## src/rtl/btnscan_pkg.sv

```systemverilog
// Shared badge I/O defaults for the matrix scanner. These match the LED driver
// so both blocks stay in phase on the shared matrix lines.
`default_nettype none

package btnscan_pkg;

  localparam int ROWS_DEF   = 3;
  localparam int COLS_DEF   = 3;
  localparam int SETTLE_DEF = 85;
  localparam int DEB_DEF    = 4;

  localparam int CNT_W = 4;
  typedef logic [CNT_W-1:0] deb_cnt_t;

  function automatic int ctr_width(input int settle);
    return (settle > 2) ? $clog2(settle) : 1;
  endfunction

endpackage

`default_nettype wire

```

## src/rtl/btn_debounce.sv

```systemverilog
// Per-key debouncer: the key flips after DEB consecutive enabled samples that
// differ from the current state.
`default_nettype none

module btn_debounce
  import btnscan_pkg::*;
#(
  parameter int DEB = DEB_DEF
) (
  input  logic clk,
  input  logic rst,
  input  logic sample,
  input  logic sample_en,
  output logic state,
  output logic flip
);

  deb_cnt_t cnt;
  logic     differ;

  assign differ = sample != state;
  assign flip   = sample_en && differ && (cnt == deb_cnt_t'(DEB - 1));

  always_ff @(posedge clk) begin
    if (rst) begin
      cnt   <= '0;
      state <= 1'b0;
    end else if (sample_en) begin
      // Any agreeing sample restarts the run, as does the flip itself.
      if (!differ || flip) begin
        cnt <= '0;
      end else begin
        cnt <= cnt + 1'b1;
      end
      if (flip) begin
        state <= ~state;
      end
    end
  end

endmodule

`default_nettype wire

```

## src/rtl/btnscan.sv

```systemverilog
// Matrix button scanner: rotates a one-hot row drive, samples synchronized
// column lines at the end of each row phase and debounces every key.
`default_nettype none

module btnscan
  import btnscan_pkg::*;
#(
  parameter int ROWS   = ROWS_DEF,
  parameter int COLS   = COLS_DEF,
  parameter int SETTLE = SETTLE_DEF,
  parameter int DEB    = DEB_DEF
) (
  input  logic                 clk,
  input  logic                 rst,
  output logic [ROWS-1:0]      rowsel,
  input  logic [COLS-1:0]      colin,
  output logic [ROWS*COLS-1:0] btn,
  output logic [ROWS*COLS-1:0] chg,
  input  logic                 ack,
  output logic                 irq
);

  localparam int CTR_W = ctr_width(SETTLE);

  logic [CTR_W-1:0]     ctr;
  logic [COLS-1:0]      sync1;
  logic [COLS-1:0]      sync2;
  logic                 sample_pt;
  logic [ROWS:0]        rot;
  logic [ROWS*COLS-1:0] flip;

  assign sample_pt = ctr == CTR_W'(SETTLE - 1);
  // Low ROWS bits are the left rotation; also degenerates correctly for ROWS==1.
  assign rot       = {rowsel, rowsel[ROWS-1]};

  always_ff @(posedge clk) begin
    if (rst) begin
      ctr    <= '0;
      rowsel <= ROWS'(1);
      sync1  <= '0;
      sync2  <= '0;
      chg    <= '0;
    end else begin
      sync1 <= colin;
      sync2 <= sync1;
      // A flip on the ack edge survives the clear.
      chg   <= (ack ? '0 : chg) | flip;
      if (sample_pt) begin
        ctr    <= '0;
        rowsel <= rot[ROWS-1:0];
      end else begin
        ctr <= ctr + 1'b1;
      end
    end
  end

  for (genvar r = 0; r < ROWS; r++) begin : g_row
    for (genvar c = 0; c < COLS; c++) begin : g_col
      btn_debounce #(
        .DEB(DEB)
      ) u_deb (
        .clk      (clk),
        .rst      (rst),
        .sample   (sync2[c]),
        .sample_en(sample_pt && rowsel[r]),
        .state    (btn[r*COLS+c]),
        .flip     (flip[r*COLS+c])
      );
    end
  end

  assign irq = |chg;

endmodule

`default_nettype wire
```

## config.mk

```make
export PLATFORM = sky130hd
export DESIGN_NAME = btnscan
export DESIGN_NICKNAME = d
export VERILOG_FILES = /design/src/rtl/btnscan_pkg.sv /design/src/rtl/btn_debounce.sv /design/src/rtl/btnscan.sv
export SDC_FILE = /design/constraint.sdc
export NUM_CORES = 1
export LEC_CHECK = 0
export CORE_AREA = 2 2 82 84
export CTS_CLUSTER_DIAMETER = 120
export DETAILED_ROUTE_END_ITERATION = 10
export DIE_AREA = 0 0 84 86
export PLACE_DENSITY = 0.85
export SYNTH_ARGS = -nofsm -noshare
export SYNTH_HDL_FRONTEND = slang
export SYNTH_SLANG_ARGS = --single-unit
```

## constraint.sdc

```tcl
create_clock -name clk -period 1.8 [get_ports clk]
set_input_delay 0.45 -clock clk [delete_from_list [all_inputs] [get_ports clk]]
set_output_delay 0.45 -clock clk [all_outputs]
set_load 0.005 [all_outputs]
```

==> flow_summary.yaml <==
status:
  outcome: "completed"
floorplan:
  initial_core_util_pct: 56.8
  die_area_mm2: 0.00722
  design.core.area_mm2: 0.00628
  top_level_ports: 28
  die_h_um: 86
  die_width_um: 84
  site_row_count: 29
final_layout:
  drive_above_1_share_pct: 7.23
  area_delta_synth_final_pct: 13.4
  most_used_cells_in_the_layout_excluding_fill_and_tap_cells: "dfxtp_1 (69), nand2b_1 (36), inv_1 (30)"
  filler_cell_count: 503
  layout_commonest_cell: "dfxtp_1"
  layout.nets: 429
  diodes: 0
critical_path:
  worstSetupStartpoint: "rowsel[1]"
  worst-endpoint-required_ns: 1.35
  timing.critical_path.cells: "clkdlybuf4s50_1"
  reg2reg_from: "ctr[0]"
  worstSetupStartpointType: "flip-flop"
  cp_num_cells: 1
  worstRegToRegCells: 6
  cp.arrival_ns: 1.28
  timing.critical_path.fanout_max: 4
  worst_setup_path_end_kind: "output port"
  cp_top_family: "buffers and inverters"
  crit_path_top_delay_cell: "clkdlybuf4s50_1"
  cp_num_buf_inv: 1
  largest_stage_delay_on_the_critical_path_ns: 0.54
  worst-setup-path-type: "flip-flop to output port"
pwr:
  p_seq_share_pct: 55.9
  clkPwrFrac_pct: 40.5
  peakVddDrop_uv: 696
  intPower_w: 0.00220
  power.leakage_nw: 1.37
  p_total_w: 0.00281
  power.share.switching_pct: 21.8
  total_switching_power_w: 0.000613
  comb_power_share_pct: 3.6
  p_per_area_mw_per_mm2: 697
clock_network:
  cts_buffer_depth: 2
  clkLatencyLatePin_ns: 0.34
  clkSinkCount: 70
  clock_edge_transition_at_the_registers_on_the_reported_setup_and_hold_paths_ns: 0.07
  cts_tree: "built"
  cts_inserted_buffers: 9
  post-cts-setup-buffers: 0
  cts_hold_bufs: 0
  clock_tree.htree_level_count: 3
  root_buffer: "clkbuf_8"
synthesis:
  yosys.area_share.xor_xnor_pct: 2.95
  number_of_synthesized_register_bits: 70
  syn-instance-count: 396
  synth.area.mux_share_pct: 1.69
  synthesized_area_per_cell_um2: 9.00
  synthesis.yosys.warnings: 0
  post_synth_and_or_nand_nor_area_fraction_pct: 26.8
  yosys.area.top_type_share_pct: 39.3
  ys_seq_area_share_pct: 39.3
  synth.largest_area_cell: "dfxtp_1"
  synth_top_family_by_area: "simple AND/OR/NAND/NOR gates"
  synth_compound_gate_area_share_pct: 17.4
  synth_area_leaders: "dfxtp_1 (39%), o32ai_1 (6.6%), nand2b_1 (6.3%)"
  syn_area_mm2: 0.00356
  post_synth_num_cell_types: 33
  synth.net_count: 413
  synth-adder-area-share_pct: 3.86
grt:
  first_pass_grt_wire_length_um: 13600
  grt_pass1_vias: 2863
  grt_overflow: 0
  grt_antenna_before_repair: 0
  grtUsageTotal_pct: 23.2
  maximum_number_of_pins_on_one_net_before_global_route_repair: 34
drt:
  detail_route.wirelength_um: 7850
  routed-via-count: 2974
  drt-pass1-iter-count: 6
  wl_per_cell_um: 16.0
  drc: 0
  first_iter_violations: 201
  postRouteAntennaNets: 0
  detail_route.vias_per_cell: 6.04
timing:
  timing.slew.headroom_pct: 66.6
  grt_setup_unrepaired: "false"
  timing.final.max_slew_violations: 0
  fmax_ghz: 0.576
  setup_viol: 0
  fin_worst_skew_ns: 0.00593
  final.period_utilization_pct: 96.4
  hold_violations_final: 0
  final_period_minus_worst_setup_slack_ns: 1.73
  worst_slew_pin_slew_ns: 0.500
  final_tns_setup_ns: 0
min_path:
  type_of_the_worst_min_delay_path: "flip-flop to flip-flop"
  hold_depth: 1
  worst_hold_start: "sync1[2]"
placement:
  routabilityCongestion: 0.834
  port_buffers: 27
  detailedPlacementHpwl_um: 5440
run:
  drv.max_cap_violation_count: 0
-- cells in the mapped netlist --
| cell | number |
|---|---|
| and4b_1 | 1 |
| nand2_1 | 5 |
| xor2_1 | 11 |
| nor3_1 | 1 |
| nand4_1 | 15 |
| or2b_1 | 1 |
| nor4_1 | 1 |
| nand4b_2 | 2 |
| buf_6 | 1 |
| nand2b_1 | 36 |
| ha_1 | 11 |
| nand3b_1 | 4 |
| mux2i_1 | 6 |
| o21bai_1 | 1 |
| a21oi_1 | 16 |
| buf_2 | 8 |
| nand3_1 | 18 |
| o21ai_0 | 14 |
| and3b_1 | 3 |
| o31ai_1 | 12 |
| nor2b_1 | 15 |
| clkbuf_1 | 12 |
| or3_1 | 11 |
| inv_1 | 30 |
| nor3b_1 | 9 |
| o32ai_1 | 27 |
| xnor2_1 | 1 |
| a211oi_1 | 18 |
| buf_4 | 10 |
| nor2_1 | 9 |
| dfxtp_1 | 70 |
| nand4b_1 | 14 |
| or3b_2 | 3 |
-- metrics by stage --
step / utilization (%) / hold slack (ns) / setup WS (ns) / cells / cell area (um^2)
3_5_place_dp: 61.5 / 0.430 / 0.183 / 478 / 3860
5_1_grt: 64.4 / 0.461 / 0.0190 / 492 / 4040
2_1_floorplan: - / 0.414 / 0.422 / 396 / 3560
6_report: 64.4 / 0.434 / 0.0652 / 492 / 4040
3_3_place_gp: 61.5 / 0.419 / 0.238 / 478 / 3860
4_1_cts: 64.3 / 0.442 / 0.0301 / 492 / 4040
-- timing repair --
item	in CTS	in global routing
pin swaps	0	2
resized for setup	2	2
setup endpoints to repair	1	1
-- layer usage --
layer,track usage [%],wire length [um],up-vias
met5,0,0,-
li1,-,-,1478
met3,5.87,282,21
met4,12.5,235,0
met2,36.9,3680,67
met1,29.2,3650,1408
-- flip-flops by register name, indices dropped and copies added (netlist names) --
register and cells:
g_row.g_col.u_deb.cnt 36, chg 9, g_row.g_col.u_deb.state 9, ctr 7, rowsel 3, sync1 3
sync2 3
-- final cells by class --
cell class,count,area (um^2),area share [%]
multi-input combinational,265,1880,46.6
timing repair buffer,36,370,9.17
inverter,30,113,2.79
clock inverter,1,5.00,0.124
clock buffer,13,169,4.18
sequential,70,1400,34.7
tap,77,96.3,2.38
-- path summary, 6_finish.rpt --
path                                         end  slack (ns)
setup / recovery                       rowsel[1]        0.07
hold / removal                          sync2[2]        0.43
setup reg to reg  g_row[2].g_col[1].u_deb.cnt[2]        0.22
hold reg to reg                         sync2[2]        0.43
-- kinds of logic (layout without fill, tap and decap cells) --
family                   Yosys count  in the layout
AND/OR/NAND/NOR                  148            148
XOR/XNOR                          12             12
AO/OA/AOI/OAI                     88             88
flip-flops                        70             70
multiplexers                       6              6
buffers and inverters             61             80
adder cells (fa/ha/maj)           11             11
-- power groups by stage --
stage | clock, W | combinational, W | sequential (W)
after floorplan | 0 | 0.0000681 | 0.00160
after global placement | 0 | 0.0000992 | 0.00161
after detailed placement | 0 | 0.000101 | 0.00161
after CTS | 0.00117 | 0.000102 | 0.00157
after global routing | 0.00123 | 0.000112 | 0.00157
final | 0.00114 | 0.000103 | 0.00157
Power figures use the tool's default switching activity.
